`src/rtl/game_state_ctrl_pkg.sv`:
```
// Shared game-state encoding and sizing helpers for the game sequencer.
package game_state_ctrl_pkg;

  // Encoding is shared with Display, Bird_Ctrl and Pipe_Generator; all 4 codes are used.
  typedef enum logic [1:0] {
    ST_READY = 2'd0,
    ST_PLAY  = 2'd1,
    ST_DEAD  = 2'd2,
    ST_PAUSE = 2'd3
  } game_state_t;

  localparam int NUM_BTNS  = 2;
  localparam int BTN_UP    = 0;
  localparam int BTN_PAUSE = 1;

  // Counter width that can hold 0..n-1, never narrower than one bit.
  function automatic int cnt_w(input int n);
    return (n > 1) ? $clog2(n) : 1;
  endfunction

endpackage

```
`src/rtl/game_state_ctrl_btn_debounce.sv`:
```
// Button conditioner: 2-flop synchronizer, stability counter, rising-edge press pulse.
module btn_debounce
  import game_state_ctrl_pkg::*;
#(
  parameter int DEB_CYCLES = 1_000_000
) (
  input  logic clk,
  input  logic rst,
  input  logic raw,
  output logic level,
  output logic press
);

  localparam int CW = cnt_w(DEB_CYCLES);

  logic [1:0]    sync;
  logic [CW-1:0] cnt;
  logic          stable_hit;

  // The sample currently presented counts as the last of the DEB_CYCLES equal samples,
  // so the press pulse is visible in the same cycle the level is committed.
  assign stable_hit = (sync[1] != level) && (cnt == CW'(DEB_CYCLES - 1));
  assign press      = stable_hit & sync[1];

  // Synchronize the raw input and accept a new level only after a stable run.
  always_ff @(posedge clk) begin
    if (rst) begin
      sync  <= '0;
      cnt   <= '0;
      level <= 1'b0;
    end else begin
      sync <= {sync[0], raw};
      if (stable_hit) begin
        level <= sync[1];
        cnt   <= '0;
      end else if (sync[1] != level) begin
        cnt <= cnt + CW'(1);
      end else begin
        cnt <= '0;
      end
    end
  end

endmodule

```
`src/rtl/game_state_ctrl.sv`:
```
// Game sequencer: READY/PLAY/DEAD/PAUSE FSM, post-death hold-off and best-score tracking.
module game_state_ctrl
  import game_state_ctrl_pkg::*;
#(
  parameter int DEB_CYCLES = 1_000_000,
  parameter int DEAD_HOLD  = 50_000_000,
  parameter int SCORE_W    = 8
) (
  input  logic               clk,
  input  logic               rst,
  input  logic               up_btn_raw,
  input  logic               pause_btn_raw,
  input  logic               is_dead,
  input  logic [SCORE_W-1:0] score,
  output logic [1:0]         state,
  output logic               round_start,
  output logic [SCORE_W-1:0] best_score,
  output logic               new_best
);

  localparam int                HW        = cnt_w(DEAD_HOLD);
  localparam logic [HW-1:0]     HOLD_INIT = HW'(DEAD_HOLD - 1);

  logic [NUM_BTNS-1:0] btn_raw, btn_level, btn_press;

  game_state_t         st_q, st_d;
  logic [HW-1:0]       hold_q, hold_d;
  logic [SCORE_W-1:0]  best_d;
  logic                new_best_d, round_start_d;

  assign btn_raw = {pause_btn_raw, up_btn_raw};

  for (genvar i = 0; i < NUM_BTNS; i++) begin : g_btn
    btn_debounce #(.DEB_CYCLES(DEB_CYCLES)) u_deb (
      .clk   (clk),
      .rst   (rst),
      .raw   (btn_raw[i]),
      .level (btn_level[i]),
      .press (btn_press[i])
    );
  end

  assign state = st_q;

  // Next-state, hold-off and best-score logic; priority within a state is top to bottom.
  always_comb begin
    st_d          = st_q;
    hold_d        = hold_q;
    best_d        = best_score;
    new_best_d    = new_best;
    round_start_d = 1'b0;
    case (st_q)
      ST_READY: begin
        if (btn_press[BTN_UP]) begin
          st_d          = ST_PLAY;
          round_start_d = 1'b1;
        end
      end
      ST_PLAY: begin
        if (is_dead) begin
          st_d   = ST_DEAD;
          hold_d = HOLD_INIT;
          if (score > best_score) begin
            best_d     = score;
            new_best_d = 1'b1;
          end else begin
            new_best_d = 1'b0;
          end
        end else if (btn_press[BTN_PAUSE]) begin
          st_d = ST_PAUSE;
        end
      end
      ST_PAUSE: begin
        if (btn_press[BTN_PAUSE]) st_d = ST_PLAY;
      end
      ST_DEAD: begin
        // Presses during the hold-off are dropped, not queued.
        if (hold_q != '0) begin
          hold_d = hold_q - HW'(1);
        end else if (btn_press[BTN_UP]) begin
          st_d       = ST_READY;
          new_best_d = 1'b0;
        end
      end
    endcase
  end

  // Register all FSM state and outputs.
  always_ff @(posedge clk) begin
    if (rst) begin
      st_q        <= ST_READY;
      hold_q      <= '0;
      best_score  <= '0;
      new_best    <= 1'b0;
      round_start <= 1'b0;
    end else begin
      st_q        <= st_d;
      hold_q      <= hold_d;
      best_score  <= best_d;
      new_best    <= new_best_d;
      round_start <= round_start_d;
    end
  end

endmodule
```
`config.mk`:
```
export PLATFORM = sky130hd
export DESIGN_NAME = game_state_ctrl
export DESIGN_NICKNAME = d
export VERILOG_FILES = /design/src/rtl/game_state_ctrl_pkg.sv /design/src/rtl/game_state_ctrl_btn_debounce.sv /design/src/rtl/game_state_ctrl.sv
export SDC_FILE = /design/constraint.sdc
export NUM_CORES = 1
export LEC_CHECK = 0
export CAP_MARGIN = 20
export CORE_ASPECT_RATIO = 1.5
export CORE_MARGIN = 1.5
export CORE_UTILIZATION = 45
export DETAILED_ROUTE_END_ITERATION = 10
export DONT_BUFFER_PORTS = 1
export SYNTH_ARGS = -nofsm -noshare
export SYNTH_HDL_FRONTEND = slang
export SYNTH_HIERARCHICAL = 1
export SYNTH_SLANG_ARGS = --single-unit
```
`constraint.sdc`:
```
create_clock -name clk -period 2.4 [get_ports clk]
set_input_delay 0.24 -clock clk [delete_from_list [all_inputs] [get_ports clk]]
set_output_delay 0.24 -clock clk [all_outputs]
set_load 0.02 [all_outputs]
```
Word-level counts from Yosys, hierarchy flattened
Index checks and enable logic that the tools add are counted.

$add $sub $neg: 3. Magnitude comparators: 1. Equal/unequal tests: 14. Muxes and demuxes: 16. Bitwise logic cells: 5. Reductions and logical operators: 12.

Operator list (count): $mux W26 (2); $pmux W26 S2 (1); $add A20 B1 Y20 const B (2); $eq A20 B20 Y1 const B (2); $reduce_bool A26 Y1 (1); $sub A26 B1 Y26 const B (1); $mux W2 (6); $gt A8 B8 Y1 (1); $pmux W2 S4 (1); $ne A2 B1 Y1 const B (3); $ne A2 B2 Y1 const B (3); $reduce_and A3 Y1 (2); $reduce_or A3 Y1 (2); $mux W1 (5); $reduce_and A5 Y1 (1); $eq A2 B2 Y1 const B (2); $reduce_and A4 Y1 (1); $ne A3 B2 Y1 const B (1); $not A1 Y1 (3); $and A1 B1 Y1 (2); $eq A2 B1 Y1 const B (1); $logic_and A1 B1 Y1 (2); $logic_not A2 Y1 (1); $ne A1 B1 Y1 (2); 3 further kinds (3).

Flip-flop bits (word level): 84. Input bits: 13. Output and inout port bits: 12. Logic and storage cells: 62.

Logic depth before layout (Yosys ltp)
Gate-level depths: netlist of the first run.

Depth after elaboration: 6. Depth in mapped cells: 8.

Cells and area by module
The synthesis of the first run kept the hierarchy.

By module, submodules not included: btn_debounce (times used 2, cells an instance 120, area an instance 1142.3 um^2, seq. area each 460.4 um^2); game_state_ctrl (times used 1, cells an instance 252, area an instance 2134.5 um^2, seq. area each 760.7 um^2).

Worst setup path before layout of the first run
No wires, ideal clock.

Path kind: register to register. Start point: register hold_q[7]. End point: register hold_q[4]. Library setup time: 137 ps. Arrival: 2025 ps. Required time: 2263 ps. Slack: 238 ps. Stages on the path, launching flop included: 7. Buffers on the path: 1. Period minus slack after synthesis: 2162 ps. Cells stage by stage: dfxtp_1 -> or4_4 -> or4_4 -> o31ai_4 -> buf_6 -> or3_1 -> a31oi_1.

Cells in the longest elaborated chain, start to end: 3.

RTL lines: from (decl) (RTL line game_state_ctrl.sv:27) `logic [HW-1:0] hold_q, hold_d;`; from (signal assigned) (RTL line game_state_ctrl.sv:98) `hold_q <= hold_d;`; $reduce_bool A26 Y1 (RTL line game_state_ctrl.sv:78) `if (hold_q != '0) begin`; $ne A2 B2 Y1 (no line); $reduce_and A3 Y1 (no line).

No other way between the ends. A chain may end at the register's enable or synchronous reset.

Worst setup path after layout of the first run
Start point: register hold_q[7]. End point: register hold_q[21].

Cells in the longest elaborated chain, start to end: 3.

RTL lines (RTL line): $sub A26 B1 Y26 / $reduce_bool A26 Y1 (equally long branches) (game_state_ctrl.sv:79, game_state_ctrl.sv:78); $mux W26 / $ne A2 B2 Y1 (equally long branches); $pmux W26 S2 / $reduce_and A3 Y1 (equally long branches).

Parallel ways exist; a longest one is shown, timed or not. The select of a mux whose other input is x is not followed.

==> out/metrics.cfg, run 1 <==
[status]
status=finished, final reports clean

[yosys]
async_flop_share=0
synth_top_cell_area_share=0.381
ys_top_cells_by_count=84 x dfxtp_1, 51 x nor2_1, 35 x nand2_1, 27 x inv_1, 24 x xnor2_1
netlist_instances=492
ys_ff_latch=84
synthesis.nets=516
synth_edf_count=0
syn_area_per_cell_um2=8.98
syn_area_mm2=0.00442
ys.warnings.count=6
yosysMostFrequentCell=dfxtp_1
synth_largest_area_cell=dfxtp_1
synth_area_leaders=dfxtp_1 38%, xnor2_1 4.8%, nor2_1 4.3%
synth_seq_area_share=0.381
synth.distinct_cells=56
ys.flop_type=dfxtp_1

[final_layout]
final_area_mm2=0.00496
area_growth_pct=12.1
diodes=0
fin_nets=530
stdcell_count=626
layout-drive-gt1-share=0.117

[timing]
finalHoldViolCount=0
final.setup.tns_ns=0
final_max_slew_viol_count=0
worst_slew_pin_slew_ns=1.01
fin_crit_sh=0.959
finClkSkew_ns=0.00701
setup_viol_count_final=0
fmax_mhz=434
slew_headroom=0.323
timing.final.ws_setup_ns=0.0977
rsz0062_at_grt=no
min_period_ns=2.30

[floorplan]
die_h_um=124
ioPinCount=25
initial_core_util=0.459
fp.dieW_um=83.9
rows=44
core_mm2=0.00963
die-area_mm2=0.0104

[power_and_ir_drop]
combPwrFrac=0.017
seq_power_share=0.464
peakVddDrop_mv=0.496
power_frac_clock=0.519
cellLeakagePower_nw=1.75
switchingPower_uw=591
swShare=0.196
p_per_area_mw_per_mm2=610
intPower_mw=2.43

[placed_design]
dp_hpwl_um=6540
dp_cells=608
routabilityCongestion=0.871
io_buffer_count=0
placed_area_mm2=0.00460
dp_worst_setup_slack_ns=0.130

[worst_setup_path]
worst_setup_path_start_kind=flop
end_kind=flop
r2r_slack_ns=0.1
crit_fanout=7
crit_type=reg2reg
worstPathRequired_ns=2.57
critPathArrivalTime_ns=2.47

[clock_network]
post_cts_buffers=0
cts_root_buf=clkbuf_16
clk_pin_slew_ns=0.06
cts.sink_count=84
cts_tree=done
clockBufferDepth=2
h-tree-depth=3
numCtsBuffers=9
insertion_delay_ns=0.34

[global_routing]
globalRouteMet2Util=0.333
grt_overflow=0
grt_max_degree=26
grt_pass1_vias=3598
grt_use_met1=0.220
grt_busiest_layer=met2
met3_usage=0.0451
antenna_found_initial=0
grt_pass1_wl_um=16500
grt.total_usage=0.191

[detailed_routing]
post_drt_wl_per_cell_um=15.0
vias_per_cell=5.79
route.detailed.drc=0
routed_wl_um=9360
drt_pass1_iterations=6
drt_iter0_drc=183
ant_nets=0
vias=3624

[flow_run]
cap_violations=0

[min_path]
holdCritPathClass=in2reg

## per-stage QoR
step | hold WS [ns] | total power [mW] | utilization
after global routing | 0.0289 | 3.13 | 0.514
final | 0.0337 | 3.02 | 0.514
after CTS | 0.0188 | 3.07 | 0.514
after detailed placement | 0.318 | 1.48 | 0.477
after floorplan | 0.312 | 1.47 | -
after global placement | 0.315 | 1.47 | 0.477
## metal layers
| metal | vias up | wire, um |
|---|---|---|
| li1 | 1843 | - |
| met2 | 49 | 4710 |
| met4 | 0 | 255 |
| met3 | 20 | 252 |
| met5 | - | 0 |
| met1 | 1712 | 4140 |
## path summary, 6_finish.rpt
check	from	to	depth (start not counted)
worst max-delay path	hold_q[7]$_SDFFE_PP0P_	hold_q[21]$_SDFFE_PP0P_	5
worst min-delay path	up_btn_raw	g_btn[0].u_deb/sync[0]$_SDFF_PP0_	1
worst max register to register	hold_q[7]$_SDFFE_PP0P_	hold_q[21]$_SDFFE_PP0P_	5
worst min register to register	g_btn[1].u_deb/sync[0]$_SDFF_PP0_	g_btn[1].u_deb/sync[1]$_SDFF_PP0_	1
## what timing repair did
item | 4_1_cts | 5_1_grt
endpoints found under the setup margin | 0 | 4
endpoints found under the hold margin | 25 | 0
hold buffers | 2 | 0
resized for setup | 0 | 1
## kinds of logic after synthesis
logic type / Yosys count / synth area share
AND/OR/NAND/NOR: 230 / 0.320
flip-flops: 84 / 0.381
XOR/XNOR: 34 / 0.0674
buffers and inverters: 41 / 0.0405
multiplexers: 11 / 0.0249
AO/OA/AOI/OAI: 81 / 0.135
adder cells (fa/ha/maj): 11 / 0.0311
## power groups by stage
stage / Combinational (mW) / Clock, mW / Sequential (mW)
after global placement: 0.0417 / 0 / 1.43
final: 0.0521 / 1.57 / 1.40
after CTS: 0.0537 / 1.61 / 1.40
after floorplan: 0.0392 / 0 / 1.43
after global routing: 0.0606 / 1.67 / 1.40
after detailed placement: 0.0429 / 0 / 1.43
## cell type report
cell class	instances	area, um2
inverter	27	101
clock buffer	11	233
timing repair buffer	17	133
sequential	84	1680
multi-input combinational	367	2560
clock inverter	5	100
fill	904	4680
tap	115	144
## worst max-delay path: stages (launching register included)
cell       delay [ns]
dfxtp_1          0.35
or4_4            0.57
or4_4            0.50
a2111oi_4        0.45
a21o_1           0.19
a31oi_1          0.07
## registers in the layout (all words and copies together) (netlist names)
| signal | cells |
|---|---|
| best_score | 8 |
| g_btn.u_deb/cnt | 40 |
| state | 2 |
| g_btn.u_deb/sync | 4 |
| hold_q | 26 |
| g_btn.u_deb/level | 2 |
| round_start | 1 |
| new_best | 1 |
## cells in the final DEF, fill, tap and decap left out, drive strengths merged, types with 13 or more instances in the layout
master and n:
a21oi 17, a31oi 14, buf 15, dfxtp 84
inv 27, nand2 35, nand3 20, nand4 17
nor2 51, nor3 18, nor4 20, o21ai 15
or3 15, or4 13, xnor2 24
Power figures use the tool's default switching activity.
==> inputs of run 2 (changes only) <==
--- a/config.mk
+++ b/config.mk
@@ -9,9 +9,10 @@
 export CORE_ASPECT_RATIO = 1.5
 export CORE_MARGIN = 1.5
 export CORE_UTILIZATION = 45
+export CTS_BUF_LIST = sky130_fd_sc_hd__clkbuf_2 sky130_fd_sc_hd__clkbuf_4 sky130_fd_sc_hd__clkbuf_8
 export DETAILED_ROUTE_END_ITERATION = 10
 export DONT_BUFFER_PORTS = 1
+export RECOVER_POWER = 100
 export SYNTH_ARGS = -nofsm -noshare
 export SYNTH_HDL_FRONTEND = slang
-export SYNTH_HIERARCHICAL = 1
 export SYNTH_SLANG_ARGS = --single-unit
==> run 2 against run 1 <==
  * The run now ends with capacitance limit, slew limit left
  * Wire length shrank 8.2%
  * Worst setup slack gained 0.088 ns
  * Cell count shrank 6.5%
==> out/metrics.cfg, run 2 <==
[yosys]
syn_area_mm2=0.00407
synth_top_family_by_area=simple AND/OR/NAND/NOR gates
synth_fa_ha_area_frac=0.0338
ys_ff_latch=84
synth_seq_area_share=0.414
yosysMostFrequentCell=dfxtp_1
async_flop_share=0
synth_xor_area_frac=0.116
ys_top_cells_by_count=84 x dfxtp_1, 57 x nor2_1, 33 x a21oi_1, 31 x xnor2_1, 30 x nand3_1
synth_compound_area_frac=0.107
synthMuxAreaShare=0.00492
synth_edf_count=0
synth_top_cell_area_share=0.414
netlist_instances=467
ys.warnings.count=0
synth_simple_gate_area_frac=0.287
synth.distinct_cells=55
syn_area_per_cell_um2=8.71
synth_area_leaders=dfxtp_1 41%, xnor2_1 6.7%, nor2_1 5.3%
synthesis.nets=491
synth_largest_area_cell=dfxtp_1
ys.flop_type=dfxtp_1

[min_path]
holdCritPathClass=in2reg

[clock_network]
clockBufferDepth=2
h-tree-depth=3
clk_pin_slew_ns=0.09
cts_hold_buf=2
insertion_delay_ns=0.37
cts_resized=0
numCtsBuffers=9
cts_tree=done
cts.sink_count=84
post_cts_buffers=0
cts_root_buf=clkbuf_8

[timing]
rsz0062_at_grt=no
worst_slew_pin_slew_ns=1.62
final_max_slew_viol_count=36
min_period_ns=2.21
final.setup.tns_ns=0
finalHoldViolCount=0
slew_headroom=-0.0784
setup_viol_count_final=0
finClkSkew_ns=0.0118
fin_crit_sh=0.922
fmax_mhz=452
whs_ns=0.0115

[final_layout]
regMostFlops=g_btn.u_deb.cnt
area_growth_pct=7.14
fin_nets=494
stdcell_count=585
largest_register_ffs=40
layout_commonest_cell=dfxtp_1
final_cell_mix=84 x dfxtp_1, 57 x nor2_1, 33 x a21oi_1
final_area_mm2=0.00436
layout-drive-gt1-share=0.0653
diodes=0
reg_top3=g_btn.u_deb.cnt: 40 flops, hold_q: 26 flops, best_score: 8 flops

[detailed_routing]
route.detailed.drc=0
drt_pass1_iterations=4
post_drt_wl_per_cell_um=14.7
drt_iter0_drc=134
vias_per_cell=5.65
vias=3305
ant_nets=0
routed_wl_um=8590

[power_and_ir_drop]
power_frac_clock=0.395
intPower_mw=1.83
peakVddDrop_mv=0.314
combPwrFrac=0.018
power.total_mw=2.38
p_per_area_mw_per_mm2=547
seq_power_share=0.587
cellLeakagePower_nw=1.43
swShare=0.233
switchingPower_uw=555

[worst_setup_path]
end_kind=flop
crit_buf_inv=1
crit_type=reg2reg
worst_setup_path_start_kind=flop
path_cells=inv_1, ha_1, nor4b_2, and4b_1, a211oi_2, or4b_1, a31oi_1
worstPathRequired_ns=2.67
critPathArrivalTime_ns=2.48
max_stage_delay_ns=0.46
crit_family=simple AND/OR/NAND/NOR gates
critPathSlowestCell=or4b_1
crit_fanout=7

[flow_run]
cap_violations=1

[floorplan]
core_mm2=0.00878
fp.dieW_um=80.6
die_h_um=119
rows=42
ioPinCount=25
initial_core_util=0.463
die-area_mm2=0.00963

[global_routing]
antenna_found_initial=0
grt_pass1_vias=3141
grt.total_usage=0.189
grt_max_degree=36
grt_overflow=0
grt_pass1_wl_um=14200

[placed_design]
placed_area_mm2=0.00419
dp_hpwl_um=5940
io_buffer_count=0
dp_cells=567
routabilityCongestion=0.768

[status]
status=finished with violations
violations=capacitance limit, slew limit

[run 2: path summary, 6_finish.rpt]
kind	slack, ns	end	cells past startpoint	startpoint
worst max-delay path	0.19	hold_q[17]$_SDFFE_PP0P_	7	hold_q[0]$_SDFFE_PP0P_
worst min-delay path	0.01	g_btn[1].u_deb.sync[0]$_SDFF_PP0_	1	pause_btn_raw
worst max register to register	0.19	hold_q[17]$_SDFFE_PP0P_	7	hold_q[0]$_SDFFE_PP0P_
worst min register to register	0.44	g_btn[0].u_deb.sync[1]$_SDFF_PP0_	1	g_btn[0].u_deb.sync[0]$_SDFF_PP0_
[run 2: area by class of cell]
| cell class | count | area, um2 |
|---|---|---|
| Fill cell | 852 | 4420 |
| Clock buffer | 11 | 145 |
| Multi-Input combinational cell | 347 | 2230 |
| Inverter | 15 | 56.3 |
| Timing Repair Buffer | 13 | 68.8 |
| Tap cell | 110 | 138 |
| Clock inverter | 5 | 35.0 |
| Sequential cell | 84 | 1680 |
[run 2: stage by stage]
| stage | setup slack [ns] | utilization |
|---|---|---|
| 2_1_floorplan | 0.370 | - |
| 3_3_place_gp | 0.342 | 0.477 |
| 6_report | 0.186 | 0.496 |
| 5_1_grt | 0.0375 | 0.496 |
| 3_5_place_dp | 0.240 | 0.477 |
| 4_1_cts | 0.204 | 0.501 |
[run 2: power by group through the flow]
stage	Sequential (mW)	Combinational, mW	Clock [mW]
after global routing	1.40	0.0500	1.03
final	1.40	0.0429	0.941
after floorplan	1.43	0.0336	0
after CTS	1.40	0.0473	0.977
after global placement	1.43	0.0321	0
after detailed placement	1.43	0.0326	0
[run 2: metal layers]
metal | GRT usage | vias up | part of all wire
met5 | 0 | - | 0
met4 | 0.0991 | 0 | 0.021
met3 | 0.0314 | 11 | 0.025
met2 | 0.332 | 43 | 0.52
met1 | 0.212 | 1576 | 0.43
li1 | - | 1675 | -
[run 2: worst register-to-register path: cells and delay by family (launching register included)]
kind | cells | cell delay [ns]
AND/OR/NAND/NOR | 3 | 0.91
adder cells (fa/ha/maj) | 1 | 0.22
buffers and inverters | 1 | 0.07
AO/OA/AOI/OAI | 2 | 0.51
flip-flops | 1 | 0.41
[run 2: logic make-up (layout without fill, tap and decap cells)]
| kind of cell | Yosys count | count (layout) |
|---|---|---|
| buffers and inverters | 36 | 44 |
| xor gates and xnor gates | 54 | 54 |
| adders and majority gates | 11 | 11 |
| AOI/OAI and AO/OA | 71 | 71 |
| and+or+nand+nor | 209 | 209 |
| muxes | 2 | 2 |
| DFF | 84 | 84 |
==> inputs of run 3 (changes only) <==
--- a/config.mk
+++ b/config.mk
@@ -13,6 +13,7 @@
 export DETAILED_ROUTE_END_ITERATION = 10
 export DONT_BUFFER_PORTS = 1
 export RECOVER_POWER = 100
+export SKIP_LAST_GASP = 1
 export SYNTH_ARGS = -nofsm -noshare
 export SYNTH_HDL_FRONTEND = slang
 export SYNTH_SLANG_ARGS = --single-unit
==> constraint.sdc (replaced) <==
create_clock -name clk -period 2.1 [get_ports clk]
set_input_delay 0.21 -clock clk [delete_from_list [all_inputs] [get_ports clk]]
set_output_delay 0.21 -clock clk [all_outputs]
set_load 0.02 [all_outputs]
==> run 3 against run 2 <==
  * The run now ends clean
  * Fmax increased by 10%
  * Non-clock buffer count increased by 28
  * Clock power increased by 23%
  * Critical path depth unchanged
  * Via count increased by 3.4%
  * Global-route usage increased by 0.87 points
  * Worst setup slack got worse by 0.10 ns
  * Cell count increased by 4.6%
  * Final area increased by 7.0%
  * Sequential share of layout area decreased by 2.5 points
  * Utilization increased by 3.5 points
  * Largest cell class unchanged
==> out/metrics.cfg, run 3 (same netlist as run 2, synthesis figures left out) <==
[status]
status=finished, final reports clean

[floorplan]
rows=42
die-area_mm2=0.00963
die_h_um=119
core_mm2=0.00878
fp.dieW_um=80.6
initial_core_util=0.463
ioPinCount=25

[timing]
min_period_ns=2.01
rsz0062_at_grt=yes
final_max_slew_viol_count=0
fin_crit_sh=0.959
final.setup.tns_ns=0
setup_viol_count_final=0
fmax_mhz=497
finClkSkew_ns=0.0113
worst_slew_pin_slew_ns=0.562
slew_headroom=0.622
finalHoldViolCount=0

[worst_setup_path]
crit-reg2reg-launch=hold_q[0]$_SDFFE_PP0P_
path_cells=inv_1, ha_4, nor4b_4, and4b_2, a2111o_1, or3_1, a31oi_1
critPathArrivalTime_ns=2.30
crit_fanout=6
crit_type=reg2reg
worst_setup_path_start_kind=flop
end_kind=flop
crit_family=simple AND/OR/NAND/NOR gates
r2r_slack_ns=0.09
r2r_end=hold_q[23]$_SDFFE_PP0P_
reg2reg_depth=7
crit_buf_inv=1
critPathSlowestCell=a2111o_1
max_stage_delay_ns=0.46
worstPathRequired_ns=2.38

[power_and_ir_drop]
p_per_area_mw_per_mm2=606
cellLeakagePower_nw=1.59
peakVddDrop_mv=0.386
power.total_mw=2.83

[final_layout]
stdcell_count=612
layout_commonest_cell=dfxtp_1
diodes=0
largest_register_ffs=40
area_growth_pct=14.6
reg_top3=g_btn.u_deb.cnt: 40 flops, hold_q: 26 flops, best_score: 8 flops
regMostFlops=g_btn.u_deb.cnt
final_util=0.531
layout-drive-gt1-share=0.108
final_cell_mix=82 x dfxtp_1, 57 x nor2_1, 33 x a21oi_1
fin_nets=522

[clock_network]
insertion_delay_ns=0.35
cts_root_buf=clkbuf_8
clk_pin_slew_ns=0.08
numCtsBuffers=9
h-tree-depth=3
cts.sink_count=84
cts_tree=done
clockBufferDepth=2

[global_routing]
antenna_found_initial=0
grt_overflow=0
grt_pass1_vias=3411
grt_max_degree=36
grt.total_usage=0.198
grt_pass1_wl_um=15100

[detailed_routing]
route.detailed.drc=0
routed_wl_um=8810
vias_per_cell=5.58
vias=3417
drt_pass1_iterations=5
post_drt_wl_per_cell_um=14.4
ant_nets=0
drt_iter0_drc=131

[min_path]
holdCritPathClass=in2reg
worstHoldPathCells=2
min_from=rst
hold_end=state[0]$_SDFFE_PP0P_

[placed_design]
io_buffer_count=0
dp_hpwl_um=6200
dp_cells=584
routabilityCongestion=0.812

[flow_run]
cap_violations=0

run 3: cell types whose count changed in the layout (fill, tap and decap cells not counted), sizes merged:
cell         change
bufinv           +1
dlygate4sd3      +9
clkinvlp         -1
clkbuf           +2
buf             +17
clkinv           -1
run 3: worst max path at each step:
stage / slack (ns) / cells past startpoint / to / start
after floorplan: 0.07 / 8 / hold_q[17]$_SDFFE_PP0P_ / hold_q[0]$_SDFFE_PP0P_
after global placement: 0.11 / 7 / hold_q[23]$_SDFFE_PP0P_ / hold_q[1]$_SDFFE_PP0P_
after detailed placement: 0.07 / 7 / hold_q[23]$_SDFFE_PP0P_ / hold_q[1]$_SDFFE_PP0P_
after CTS: 0.05 / 7 / hold_q[23]$_SDFFE_PP0P_ / hold_q[1]$_SDFFE_PP0P_
after global routing: -0.11 / 5 / state[1]$_SDFFE_PP0P_ / hold_q[16]$_SDFFE_PP0P_
final: 0.09 / 7 / hold_q[23]$_SDFFE_PP0P_ / hold_q[0]$_SDFFE_PP0P_
run 3: final cells by class:
cell class,count,area [um2]
Fill cell,846,4120
Multi-Input combinational cell,347,2280
Sequential cell,84,1680
Timing Repair Buffer,41,305
Clock buffer,11,145
Tap cell,110,138
Inverter,15,56.3
Clock inverter,4,48.8
run 3: worst reg2reg max path: cells and delay by family (launching register included):
| family | cells | cell delay [ns] |
|---|---|---|
| compound gates | 2 | 0.63 |
| fa+ha+maj | 1 | 0.16 |
| buf+inv | 1 | 0.06 |
| flops | 1 | 0.34 |
| simple gates | 3 | 0.76 |
run 3: power by group:
part / switching [mW] / internal, mW / total [mW]
sequential: 0.00279 / 1.60 / 1.60
clock: 0.570 / 0.590 / 1.16
combinational: 0.0357 / 0.0312 / 0.0668
total: 0.609 / 2.22 / 2.83
run 3: repair_timing:
item	CTS	global route
endpoints found under the hold margin	35	0
setup buffers	0	2
gates resized for setup	0	12
setup endpoints to repair	0	8
hold buffers	11	0
run 3: per-layer routing:
layer  track usage  share of wire  vias up  wire, um
met5             0              0        -         0
met2         0.361           0.53       52      4650
met4        0.0851          0.025        0       224
li1              -              -     1724         -
met3        0.0437          0.033       18       295
met1         0.211           0.41     1623      3640
run 3: metrics by stage:
step	area [um2]	hold slack [ns]	worst slack [ns]
final	4660	0.0309	0.0864
after floorplan	4070	0.338	0.0696
after CTS	4630	0.00742	0.0483
after global routing	4660	0.0126	-0.111
after global placement	4320	0.288	0.115
after detailed placement	4320	0.291	0.0712
